<file path="config.mk">
export PLATFORM = sky130hd
export DESIGN_NAME = execute_cycle_flat
export DESIGN_NICKNAME = d
export VERILOG_FILES = /design/src/rtl/execute_cycle_pkg.sv /design/src/rtl/execute_cycle_if.sv /design/src/rtl/execute_cycle_mul_iter.sv /design/src/rtl/execute_cycle.sv /design/src/flat_wrapper.sv
export SDC_FILE = /design/constraint.sdc
export NUM_CORES = 1
export LEC_CHECK = 0
export CORE_ASPECT_RATIO = 1.75
export CORE_MARGIN = 2
export CORE_UTILIZATION = 45
export CTS_CLUSTER_DIAMETER = 150
export CTS_CLUSTER_SIZE = 12
export DETAILED_ROUTE_END_ITERATION = 8
export HOLD_SLACK_MARGIN = 0.06
export PLACE_DENSITY = 0.8
export SLEW_MARGIN = 5
export SYNTH_ARGS = -nofsm -noshare
export SYNTH_HDL_FRONTEND = slang
export SYNTH_HIERARCHICAL = 1
export SYNTH_SLANG_ARGS = --single-unit
</file>
<file path="constraint.sdc">
create_clock -name clk -period 8.8 [get_ports clk]
set_clock_uncertainty 0.15 [all_clocks]
set_input_delay 1.76 -clock clk [delete_from_list [all_inputs] [get_ports clk]]
set_output_delay 1.76 -clock clk [all_outputs]
set_load 0.01 [all_outputs]
</file>
<file path="src/rtl/execute_cycle_pkg.sv">
// Shared encodings and helpers for the RV32I execute stage.
// The iterative multiplier is built only when RV_MUL_EN is defined.
package execute_cycle_pkg;

  localparam logic [2:0] ALU_ADD = 3'b000;
  localparam logic [2:0] ALU_SUB = 3'b001;
  localparam logic [2:0] ALU_AND = 3'b010;
  localparam logic [2:0] ALU_OR  = 3'b011;
  localparam logic [2:0] ALU_SLT = 3'b101;
  localparam logic [2:0] ALU_MUL = 3'b111;

  localparam logic [1:0] FWD_REG = 2'b00;
  localparam logic [1:0] FWD_WB  = 2'b01;
  localparam logic [1:0] FWD_MEM = 2'b10;

  localparam int MUL_STEPS = 32;

  typedef enum logic [1:0] {
    MUL_IDLE = 2'd0,
    MUL_BUSY = 2'd1,
    MUL_DONE = 2'd2
  } mul_state_e;

  typedef struct packed {
    logic        reg_write;
    logic        mem_write;
    logic        result_src;
    logic [31:0] alu_result;
    logic [31:0] write_data;
    logic [31:0] pc_plus4;
    logic [4:0]  rd;
  } exmem_t;

  // Code 11 falls back to the register file value.
  function automatic logic [31:0] fwd_mux(input logic [1:0] sel, input logic [31:0] rf,
                                          input logic [31:0] wb, input logic [31:0] mem);
    logic [31:0] r;
    case (sel)
      FWD_WB:  r = wb;
      FWD_MEM: r = mem;
      default: r = rf;
    endcase
    return r;
  endfunction

  function automatic logic [31:0] alu_basic(input logic [2:0] op, input logic [31:0] a,
                                            input logic [31:0] b);
    logic [31:0] r;
    case (op)
      ALU_ADD: r = a + b;
      ALU_SUB: r = a - b;
      ALU_AND: r = a & b;
      ALU_OR:  r = a | b;
      ALU_SLT: r = {31'b0, ($signed(a) < $signed(b))};
      default: r = 32'b0;
    endcase
    return r;
  endfunction

endpackage

</file>
<file path="src/rtl/execute_cycle_if.sv">
// ID/EX inputs, forwarding inputs and EX/MEM outputs of the execute stage.
// slave is the execute stage side, master is the upstream/downstream side.
interface execute_cycle_if;
  import execute_cycle_pkg::*;

  logic        RegWriteE, MemWriteE, ResultSrcE, BranchE, ALUSrcE;
  logic [2:0]  ALUControlE;
  logic [31:0] RD1_E, RD2_E, Imm_ExtE, PCE, PCPlus4E;
  logic [4:0]  RD_E;
  logic [1:0]  ForwardAE, ForwardBE;
  logic [31:0] ResultW;

  logic        PCSrcE;
  logic [31:0] PCTargetE;
  logic        StallE;
  logic        RegWriteM, MemWriteM, ResultSrcM;
  logic [31:0] ALUResultM, WriteDataM, PCPlus4M;
  logic [4:0]  RD_M;
  mul_state_e  MulStateE;

  // No valid/ready: the stage advances every clock; StallE asks upstream to hold ID/EX.
  modport slave (
    input  RegWriteE, MemWriteE, ResultSrcE, BranchE, ALUSrcE, ALUControlE,
           RD1_E, RD2_E, Imm_ExtE, PCE, PCPlus4E, RD_E, ForwardAE, ForwardBE, ResultW,
    output PCSrcE, PCTargetE, StallE, RegWriteM, MemWriteM, ResultSrcM,
           ALUResultM, WriteDataM, PCPlus4M, RD_M, MulStateE
  );

  modport master (
    output RegWriteE, MemWriteE, ResultSrcE, BranchE, ALUSrcE, ALUControlE,
           RD1_E, RD2_E, Imm_ExtE, PCE, PCPlus4E, RD_E, ForwardAE, ForwardBE, ResultW,
    input  PCSrcE, PCTargetE, StallE, RegWriteM, MemWriteM, ResultSrcM,
           ALUResultM, WriteDataM, PCPlus4M, RD_M, MulStateE
  );
endinterface

</file>
<file path="src/rtl/execute_cycle_mul_iter.sv">
// Iterative shift-add multiplier (low 32 bits), one step per clock.
// Instantiated by execute_cycle only when RV_MUL_EN is defined.
module mul_iter
  import execute_cycle_pkg::*;
(
  input  logic        clk,
  input  logic        reset,
  input  logic        mul_i,
  input  logic [31:0] op_a_i,
  input  logic [31:0] op_b_i,
  output logic        busy_o,
  output logic        done_o,
  output logic [31:0] product_o,
  output mul_state_e  state_o
);

  mul_state_e  state_q;
  logic [4:0]  cnt_q;
  logic [31:0] a_q, b_q, acc_q;

  always_ff @(posedge clk) begin
    if (reset) begin
      state_q <= MUL_IDLE;
      cnt_q   <= 5'd0;
      a_q     <= 32'd0;
      b_q     <= 32'd0;
      acc_q   <= 32'd0;
    end else begin
      case (state_q)
        MUL_IDLE: begin
          if (mul_i) begin
            // Operands are latched because forwarding sources move during the stall.
            a_q     <= op_a_i;
            b_q     <= op_b_i;
            acc_q   <= 32'd0;
            cnt_q   <= 5'd0;
            state_q <= MUL_BUSY;
          end
        end
        MUL_BUSY: begin
          if (b_q[0]) acc_q <= acc_q + a_q;
          a_q   <= {a_q[30:0], 1'b0};
          b_q   <= {1'b0, b_q[31:1]};
          cnt_q <= cnt_q + 5'd1;
          if (cnt_q == 5'(MUL_STEPS - 1)) state_q <= MUL_DONE;
        end
        MUL_DONE: state_q <= MUL_IDLE;
        default:  state_q <= MUL_IDLE;
      endcase
    end
  end

  assign busy_o    = ((state_q == MUL_IDLE) && mul_i) || (state_q == MUL_BUSY);
  assign done_o    = (state_q == MUL_DONE);
  assign product_o = acc_q;
  assign state_o   = state_q;

endmodule

</file>
<file path="src/rtl/execute_cycle.sv">
// RV32I execute stage: operand forwarding, ALU, branch resolve, EX/MEM register.
// Define RV_MUL_EN to add the iterative multiplier (ALU code 111) and its stall.
module execute_cycle
  import execute_cycle_pkg::*;
(
  input  logic clk,
  input  logic reset,
  execute_cycle_if.slave ex
);

  logic [31:0] src_a, src_b, write_data, alu_base, alu_result;
  logic        stall, zero;
  mul_state_e  mul_state;
  exmem_t      exm_d, exm_q;

  assign src_a      = fwd_mux(ex.ForwardAE, ex.RD1_E, ex.ResultW, ex.ALUResultM);
  assign write_data = fwd_mux(ex.ForwardBE, ex.RD2_E, ex.ResultW, ex.ALUResultM);
  assign src_b      = ex.ALUSrcE ? ex.Imm_ExtE : write_data;
  assign alu_base   = alu_basic(ex.ALUControlE, src_a, src_b);

`ifdef RV_MUL_EN
  logic        mul_done;
  logic [31:0] mul_product;

  mul_iter u_mul (
    .clk       (clk),
    .reset     (reset),
    .mul_i     (ex.ALUControlE == ALU_MUL),
    .op_a_i    (src_a),
    .op_b_i    (src_b),
    .busy_o    (stall),
    .done_o    (mul_done),
    .product_o (mul_product),
    .state_o   (mul_state)
  );

  assign alu_result = (ex.ALUControlE == ALU_MUL) ? (mul_done ? mul_product : 32'd0)
                                                  : alu_base;
`else
  assign stall      = 1'b0;
  assign mul_state  = MUL_IDLE;
  assign alu_result = alu_base;
`endif

  assign zero         = (alu_result == 32'd0);
  assign ex.PCSrcE    = ex.BranchE & zero & ~stall;
  assign ex.PCTargetE = ex.PCE + ex.Imm_ExtE;
  assign ex.StallE    = stall;
  assign ex.MulStateE = mul_state;

  // A stalled cycle sends an all-zero bubble downstream.
  always_comb begin
    exm_d = '0;
    if (!stall) begin
      exm_d.reg_write  = ex.RegWriteE;
      exm_d.mem_write  = ex.MemWriteE;
      exm_d.result_src = ex.ResultSrcE;
      exm_d.alu_result = alu_result;
      exm_d.write_data = write_data;
      exm_d.pc_plus4   = ex.PCPlus4E;
      exm_d.rd         = ex.RD_E;
    end
  end

  always_ff @(posedge clk) begin
    if (reset) exm_q <= '0;
    else       exm_q <= exm_d;
  end

  assign ex.RegWriteM  = exm_q.reg_write;
  assign ex.MemWriteM  = exm_q.mem_write;
  assign ex.ResultSrcM = exm_q.result_src;
  assign ex.ALUResultM = exm_q.alu_result;
  assign ex.WriteDataM = exm_q.write_data;
  assign ex.PCPlus4M   = exm_q.pc_plus4;
  assign ex.RD_M       = exm_q.rd;

endmodule
</file>
<file path="src/flat_wrapper.sv">
// flat-port wrapper written by rule: the top's interface ports become plain ports
module execute_cycle_flat import execute_cycle_pkg::*;
  (clk, reset, ex_RegWriteE, ex_MemWriteE, ex_ResultSrcE, ex_BranchE, ex_ALUSrcE, ex_ALUControlE, ex_RD1_E, ex_RD2_E, ex_Imm_ExtE, ex_PCE, ex_PCPlus4E, ex_RD_E, ex_ForwardAE, ex_ForwardBE, ex_ResultW, ex_PCSrcE, ex_PCTargetE, ex_StallE, ex_RegWriteM, ex_MemWriteM, ex_ResultSrcM, ex_ALUResultM, ex_WriteDataM, ex_PCPlus4M, ex_RD_M, ex_MulStateE);
  execute_cycle_if ex_i ();
  input  logic clk;
  input  logic reset;
  input wire logic [$bits(ex_i.RegWriteE)-1:0] ex_RegWriteE;
  input wire logic [$bits(ex_i.MemWriteE)-1:0] ex_MemWriteE;
  input wire logic [$bits(ex_i.ResultSrcE)-1:0] ex_ResultSrcE;
  input wire logic [$bits(ex_i.BranchE)-1:0] ex_BranchE;
  input wire logic [$bits(ex_i.ALUSrcE)-1:0] ex_ALUSrcE;
  input wire logic [$bits(ex_i.ALUControlE)-1:0] ex_ALUControlE;
  input wire logic [$bits(ex_i.RD1_E)-1:0] ex_RD1_E;
  input wire logic [$bits(ex_i.RD2_E)-1:0] ex_RD2_E;
  input wire logic [$bits(ex_i.Imm_ExtE)-1:0] ex_Imm_ExtE;
  input wire logic [$bits(ex_i.PCE)-1:0] ex_PCE;
  input wire logic [$bits(ex_i.PCPlus4E)-1:0] ex_PCPlus4E;
  input wire logic [$bits(ex_i.RD_E)-1:0] ex_RD_E;
  input wire logic [$bits(ex_i.ForwardAE)-1:0] ex_ForwardAE;
  input wire logic [$bits(ex_i.ForwardBE)-1:0] ex_ForwardBE;
  input wire logic [$bits(ex_i.ResultW)-1:0] ex_ResultW;
  output wire logic [$bits(ex_i.PCSrcE)-1:0] ex_PCSrcE;
  output wire logic [$bits(ex_i.PCTargetE)-1:0] ex_PCTargetE;
  output wire logic [$bits(ex_i.StallE)-1:0] ex_StallE;
  output wire logic [$bits(ex_i.RegWriteM)-1:0] ex_RegWriteM;
  output wire logic [$bits(ex_i.MemWriteM)-1:0] ex_MemWriteM;
  output wire logic [$bits(ex_i.ResultSrcM)-1:0] ex_ResultSrcM;
  output wire logic [$bits(ex_i.ALUResultM)-1:0] ex_ALUResultM;
  output wire logic [$bits(ex_i.WriteDataM)-1:0] ex_WriteDataM;
  output wire logic [$bits(ex_i.PCPlus4M)-1:0] ex_PCPlus4M;
  output wire logic [$bits(ex_i.RD_M)-1:0] ex_RD_M;
  output wire logic [$bits(ex_i.MulStateE)-1:0] ex_MulStateE;
  assign ex_i.RegWriteE = ex_RegWriteE;
  assign ex_i.MemWriteE = ex_MemWriteE;
  assign ex_i.ResultSrcE = ex_ResultSrcE;
  assign ex_i.BranchE = ex_BranchE;
  assign ex_i.ALUSrcE = ex_ALUSrcE;
  assign ex_i.ALUControlE = ex_ALUControlE;
  assign ex_i.RD1_E = ex_RD1_E;
  assign ex_i.RD2_E = ex_RD2_E;
  assign ex_i.Imm_ExtE = ex_Imm_ExtE;
  assign ex_i.PCE = ex_PCE;
  assign ex_i.PCPlus4E = ex_PCPlus4E;
  assign ex_i.RD_E = ex_RD_E;
  assign ex_i.ForwardAE = ex_ForwardAE;
  assign ex_i.ForwardBE = ex_ForwardBE;
  assign ex_i.ResultW = ex_ResultW;
  assign ex_PCSrcE = ex_i.PCSrcE;
  assign ex_PCTargetE = ex_i.PCTargetE;
  assign ex_StallE = ex_i.StallE;
  assign ex_RegWriteM = ex_i.RegWriteM;
  assign ex_MemWriteM = ex_i.MemWriteM;
  assign ex_ResultSrcM = ex_i.ResultSrcM;
  assign ex_ALUResultM = ex_i.ALUResultM;
  assign ex_WriteDataM = ex_i.WriteDataM;
  assign ex_PCPlus4M = ex_i.PCPlus4M;
  assign ex_RD_M = ex_i.RD_M;
  assign ex_MulStateE = ex_i.MulStateE;
  execute_cycle u_core (.clk(clk), .reset(reset), .ex(ex_i));
endmodule
</file>
==> metrics, run 1 <==
Post-Syn Area 10700 µm²; Cell Count, Final, Fillers Out 2353; VDD IR-drop max 0.0879 mV; Seq cells post-synth 104; worst r2r dst u_core/ex.ALUResultM[30]; Hold EP u_core/ex.WriteDataM[2]; endpoint type of the worst setup path output pin; CP cell instances clkdlybuf4s50_1 > inv_1 > ha_4 > buf_4 > a22oi_1 > nor2_1 > a21oi_1 > o21ai_0 > ha_1 > buf_4 > buf_4 > nor2b_1 > a21oi_1 > o21ai_0 > xor2_1 > a22oi_2 > nand2_1 > nor4_1 > nand4_1 > nor4_2 > nand4_1 > nor4_2 > and4_4 > clkdlybuf4s15_2; length in cells of the worst reg-to-reg path 22; Async S/R FF share, synth 0; Cell Rows 74; Post-Place Cells 2323; CTS buffer count 9; Post-Syn Area per Cell 7.19 µm²; status complete, no violations; grt total ovfl 0; overall routed net length 52800 µm; TritonCTS clock tree done; maxcap violations 0; hold slack 0.560 ns; sequential cell area fraction in the yosys report 0.195; CP delay by family, top simple AND/OR/NAND/NOR gates; global-route wire length before repair 77700 µm; Pwr Density 140 nW/µm²; Tmin final 8.71 ns; Crit Path Class input pin to output pin; Synth Flop Type dfxtp_1; Finished Cell Area 17100 µm²; Worst Tran Pin Value 1.16 ns; Hold Path Cell Cnt 4; CTS sink cnt 104; fin crit share 0.989; EDFF count, synth 0; Chip Width 120 µm; Reg2Reg Setup Slack 4.55 ns; CP Launch Type input pin; fmax 0.115 GHz; Worst slew margin 0.226; synth unique cells 84; max-slew violation count 0; Clock Path Buffers 2; antenna violations before repair 1; DRC violations left 0; area grow syn2layout 60.4%; Core Box Area 23300 µm²; root buf cell clkbuf_16; Max stage delay on crit path 0.50 ns; # port buffers 347; Clock Latency Late Sink 0.36 ns; dpl hpwl 42400 µm; vias per cell 5.76; H-tree Lvls 3; Mapped Cells 1482; share of layout cells above drive strength 1 0.199; GP Congestion 0.968; vias 13500; pin count of the biggest net entering global routing 100; Crit-path slowest cell clkdlybuf4s50_1; drt first-iter violations 1051; post-synth top area share 0.195; Final setup viols 0; hold crit path type register to register; nets 2399; vias in the first global route 13900; DR WL/cell 22.4 µm; Die Height 208 µm; sum of buffers and inverters on the critical path 6; Crit path top cell by count buf_4; min-delay src u_core/ex.ALUResultM[2]; CP arrival 6.80 ns; DIE AREA 25000 µm²; setup TNS 0 ns; Hold Vio Cnt, Final 0; Initial Util 0.457; Antenna Nets Post-Route 0; Synthesis Warnings 6; Ports 351; Worst-path clk slew 0.08 ns; crit-path max FO 9; r2r startpoint u_core/ex.ALUResultM[0]; Overall Global Routing Usage 0.407; placed instance area 16200 µm²; DRT Pass-1 Iters 6; Area contributors post-synth dfxtp_1, ha_1, nor2_1; largest area contributor in the netlist dfxtp_1; utilization after layout 0.733; Worst EP required 6.89 ns; leakage 7.49 nW
## layout make-up
| cell class | count | area [µm²] |
|---|---|---|
| Antenna cell | 2 | 5.00 |
| Clock buffer | 10 | 229 |
| Clock inverter | 6 | 72.6 |
| Fill cell | 1907 | 6240 |
| Inverter | 106 | 398 |
| Multi-Input combinational cell | 1187 | 8260 |
| Sequential cell | 104 | 2080 |
| Tap cell | 304 | 380 |
| Timing Repair Buffer | 634 | 5670 |
## worst min-delay path, cell delays in order (launching register included)
cell	delay, ns
dfxtp_1	0.36
a22oi_1	0.09
nor2_1	0.09
a21oi_1	0.06
nor2_1	0.08
## where the power goes
group	switching [W]	internal, W
combinational	0.000744	0.000698
clock	0.000200	0.000226
sequential	0.0000220	0.000504
total	0.000967	0.00143
## how the worst max path moves through the flow
stage,from,endpoint,slack [ns],cells past startpoint
2_1_floorplan,ex_ForwardBE[0],ex_PCSrcE,0.94,21
6_report,ex_ForwardBE[0],ex_PCSrcE,0.09,24
3_5_place_dp,ex_ForwardBE[0],ex_PCSrcE,-0.50,22
3_3_place_gp,ex_ForwardBE[0],ex_PCSrcE,-0.52,22
4_1_cts,ex_ForwardBE[0],ex_PCSrcE,0.01,25
5_1_grt,ex_ForwardBE[0],ex_PCSrcE,-0.06,22
## metal layers
| layer | GRT usage | share of wire | up-vias |
|---|---|---|---|
| met3 | 0.0742 | 0.063 | 249 |
| li1 | - | - | 6313 |
| met1 | 0.386 | 0.32 | 6259 |
| met4 | 0.391 | 0.12 | 0 |
| met5 | 0 | 0 | - |
| met2 | 0.717 | 0.50 | 728 |
## Yosys cell counts, types with 27 or more instances
cell,count
nor3_1,27
nor2_1,181
nand2_1,129
a22oi_1,65
a21o_1,30
clkbuf_1,59
inv_1,106
nor2b_1,70
a211oi_1,33
a21oi_1,131
o21ai_0,111
xnor2_1,39
ha_1,143
dfxtp_1,104
## logic make-up (layout without fill, tap and decap cells)
kind of cell	after synthesis	in the layout	synth area share
multiplexers	5	5	0.00481
flip-flops	104	104	0.195
other	1	5	0.000352
adder cells (fa/ha/maj)	146	146	0.174
XOR/XNOR	52	52	0.0427
buffers and inverters	193	756	0.0717
AND/OR/NAND/NOR	501	501	0.221
AO/OA/AOI/OAI	480	480	0.290
## state kept, by name (all words and copies together), names as in the netlist
register and cells:
u_core/ex.ALUResultM 32, u_core/ex.PCPlus4M 32, u_core/ex.WriteDataM 32, u_core/ex.RD_M 5, u_core/ex.MemWriteM 1, u_core/ex.RegWriteM 1
u_core/ex.ResultSrcM 1
## cell usage in the layout (no fill, tap or decap), drive strengths merged, types with 4 or more instances in the layout
master / count
a21o: 30
or2: 9
xnor2: 39
buf: 290
nand2: 129
nor3: 27
a21oi: 131
or3: 7
and3: 4
o21a: 11
clkbuf: 10
nand4: 5
mux2i: 4
nor4: 10
nor2: 181
dfxtp: 104
o311ai: 5
o21ai: 114
a31oi: 12
a22oi: 65
a221oi: 6
a211oi: 35
nor2b: 70
xor2: 13
ha: 143
o31ai: 10
o21bai: 5
inv: 109
o22ai: 11
clkdlybuf4s50: 342
o211ai: 9
nand3: 21
nand2b: 14
## per-stage QoR
stage	setup slack, ns	total power [W]
2_1_floorplan	0.935	0.00118
3_3_place_gp	-0.525	0.00185
3_5_place_dp	-0.501	0.00186
4_1_cts	0.0127	0.00231
5_1_grt	-0.0609	0.00251
6_report	0.0940	0.00239
## timing repair
action / 4_1_cts / 5_1_grt
gates resized for setup: 23 / 89
endpoints found under the setup margin: 1 / 1
hold buffers: 0 / 0
pin swaps: 8 / 33
setup buffers: 2 / 10
Note: power is estimated with default switching activity, not from simulation.
==> run 2: changes to the inputs <==
CORE_MARGIN = default   (was 2)
SLEW_MARGIN = 20   (was 5)
==> metrics, run 2 (synthesis results as in run 1) <==
status complete, no violations; cts hold-fix bufs 0 (unchanged); Pwr Density 141 nW/µm² (+1.0%); TritonCTS clock tree done; Antenna Nets Post-Route 0 (unchanged); fmax 0.114 GHz (-0.36%); Initial Util 0.457 (unchanged); leakage 7.64 nW (+2.1%); Core Box Area 23300 µm² (unchanged); DRT Pass-1 Iters 7 (+1); grt total ovfl 0 (unchanged); setup TNS 0 ns (unchanged); CTS sink cnt 104 (unchanged); Clock Latency Late Sink 0.37 ns (about the same); Overall Global Routing Usage 0.431 (+0.0235); placed instance area 16600 µm² (+2.0%); Crit path top cell by count buf_4; vias per cell 5.90 (+2.5%); Worst-path clk slew 0.08 ns (about the same); sum of buffers and inverters on the critical path 8 (+2); DIE AREA 24300 µm² (-2.6%); Worst slew margin 0.225 (-0.00103); H-tree Lvls 3 (unchanged); vias in the first global route 14300 (+2.9%); Clock Path Buffers 2 (unchanged); Chip Width 118 µm (-1.7%); CP cell instances clkdlybuf4s50_1 > buf_4 > ha_1 > buf_4 > buf_4 > a22oi_2 > o21ai_1 > buf_4 > ha_1 > buf_4 > and4_1 > o2bb2ai_1 > o21bai_2 > or3b_4 > a21oi_4 > o211ai_1 > xnor2_1 > o22ai_2 > nor4_4 > nand4_1 > nor4_2 > buf_4 > and4_4 > buf_2; area grow syn2layout 61.6%; share of layout cells above drive strength 1 0.202 (+0.00318); Power, Total 0.00244 W (+1.8%); hold crit path type register to register; Finished Cell Area 17200 µm² (+0.75%); CTS buffer count 9 (unchanged); vias 14100 (+4.0%); most common cell after layout, fill and taps aside clkdlybuf4s50_1; filler cell count 1896 (-0.58%); Final setup viols 0 (unchanged); endpoint type of the worst setup path output pin; GP Congestion 1.02 (+5.5%); Tmin final 8.74 ns (+0.0311 ns); overall routed net length 54000 µm (+2.3%); Ports 351 (unchanged); global-route wire length before repair 78900 µm (+1.5%); Crit-path slowest cell clkdlybuf4s50_1; CP Launch Type input pin; maxcap violations 0 (unchanged); Final WS setup 0.0628 ns (-0.0311 ns); Die Height 206 µm (-0.96%); pin count of the biggest net entering global routing 100 (unchanged); most frequent cells in the layout clkdlybuf4s50_1, buf_4, nor2_1; max-slew violation count 0 (unchanged); crit-path max FO 7 (-2); hold slack 0.604 ns (+0.0438 ns); antenna violations before repair 1 (unchanged); Hold Vio Cnt, Final 0 (unchanged); DR WL/cell 22.6 µm (+0.73%); fin crit share 0.993 (+0.00354); # port buffers 347 (unchanged); pre-CTS WS -0.614 ns (-0.113 ns); VDD IR-drop max 0.0926 mV (+5.4%); Worst Tran Pin Value 1.16 ns (+0.00583 ns); Max stage delay on crit path 0.44 ns (-0.06 ns); Worst EP required 6.89 ns (about the same); root buf cell clkbuf_16; CP arrival 6.83 ns (+0.03 ns); nets 2436 (+1.5%); DRC violations left 0 (unchanged); Crit Path Class input pin to output pin; CP delay by family, top simple AND/OR/NAND/NOR gates; drt first-iter violations 1079 (+2.7%); dpl hpwl 43400 µm (+2.3%); Cell Rows 74 (unchanged)
-- run 2: cell count changes in the layout (fill, tap and decap cells not counted), sizes merged --
cell / change
buf: +38
clkdlybuf4s15: -1
clkdlybuf4s50: -1
clkinv: +1
diode: -1
-- run 2: power by group --
group	switching, W	leakage [nW]	internal (W)	total (W)
sequential	0.0000228	0.860	0.000504	0.000527
combinational	0.000747	6.63	0.000715	0.00146
clock	0.000218	0.157	0.000230	0.000448
-- run 2: worst paths after layout --
| check | endpoint | from | depth (start not counted) | slack, ns |
|---|---|---|---|---|
| hold / removal | u_core/ex.WriteDataM[30] | u_core/ex.ALUResultM[30] | 4 | 0.60 |
| setup / recovery | ex_PCSrcE | ex_ForwardAE[0] | 24 | 0.06 |
| hold reg to reg | u_core/ex.WriteDataM[30] | u_core/ex.ALUResultM[30] | 4 | 0.60 |
| setup reg to reg | u_core/ex.ALUResultM[26] | u_core/ex.ALUResultM[21] | 19 | 4.31 |
-- run 2: per-stage QoR --
stage	utilization	std cells
3_5_place_dp	0.710	2365
3_3_place_gp	0.710	2365
4_1_cts	0.729	2384
6_report	0.738	2389
5_1_grt	0.738	2388
2_1_floorplan	-	1484
-- run 2: worst reg2reg max path: stages (launching register included) --
cell and delay (ns):
dfxtp_1 0.48, a22oi_1 0.15, nor2_1 0.11, a21oi_1 0.05, buf_4 0.18, o21ai_0 0.45
ha_1 0.36, or3_1 0.44, nor4_1 0.25, buf_4 0.18, o2111ai_1 0.11, nand3_1 0.20
buf_4 0.14, o211ai_1 0.09, o2bb2ai_1 0.13, a31oi_1 0.27, xnor2_1 0.17, o22ai_1 0.14
buf_4 0.16, nor2b_1 0.12
-- run 2: layout make-up --
class | count | area, µm² | area share
inverters | 106 | 398 | 0.0231
diodes | 1 | 2.50 | 0.000145
clock buffers | 9 | 225 | 0.0131
clock inverters | 7 | 95.1 | 0.00552
flip-flops and latches | 104 | 2080 | 0.121
well taps | 304 | 380 | 0.0221
repair buffers | 671 | 5930 | 0.344
multi-input cells | 1187 | 8110 | 0.471
-- run 2: metal layers --
metal / share of wire / track usage / wire (µm)
met1: 0.32 / 0.390 / 17000
met2: 0.50 / 0.783 / 27000
met3: 0.068 / 0.0820 / 3690
met4: 0.12 / 0.446 / 6250
met5: 0 / 0 / 0
-- run 2: what timing repair did --
| action | 4_1_cts | 5_1_grt |
|---|---|---|
| setup endpoints to repair | 1 | 1 |
| pin swaps | 10 | 17 |
| gates resized for setup | 38 | 49 |
| buffers inserted | 3 | 4 |
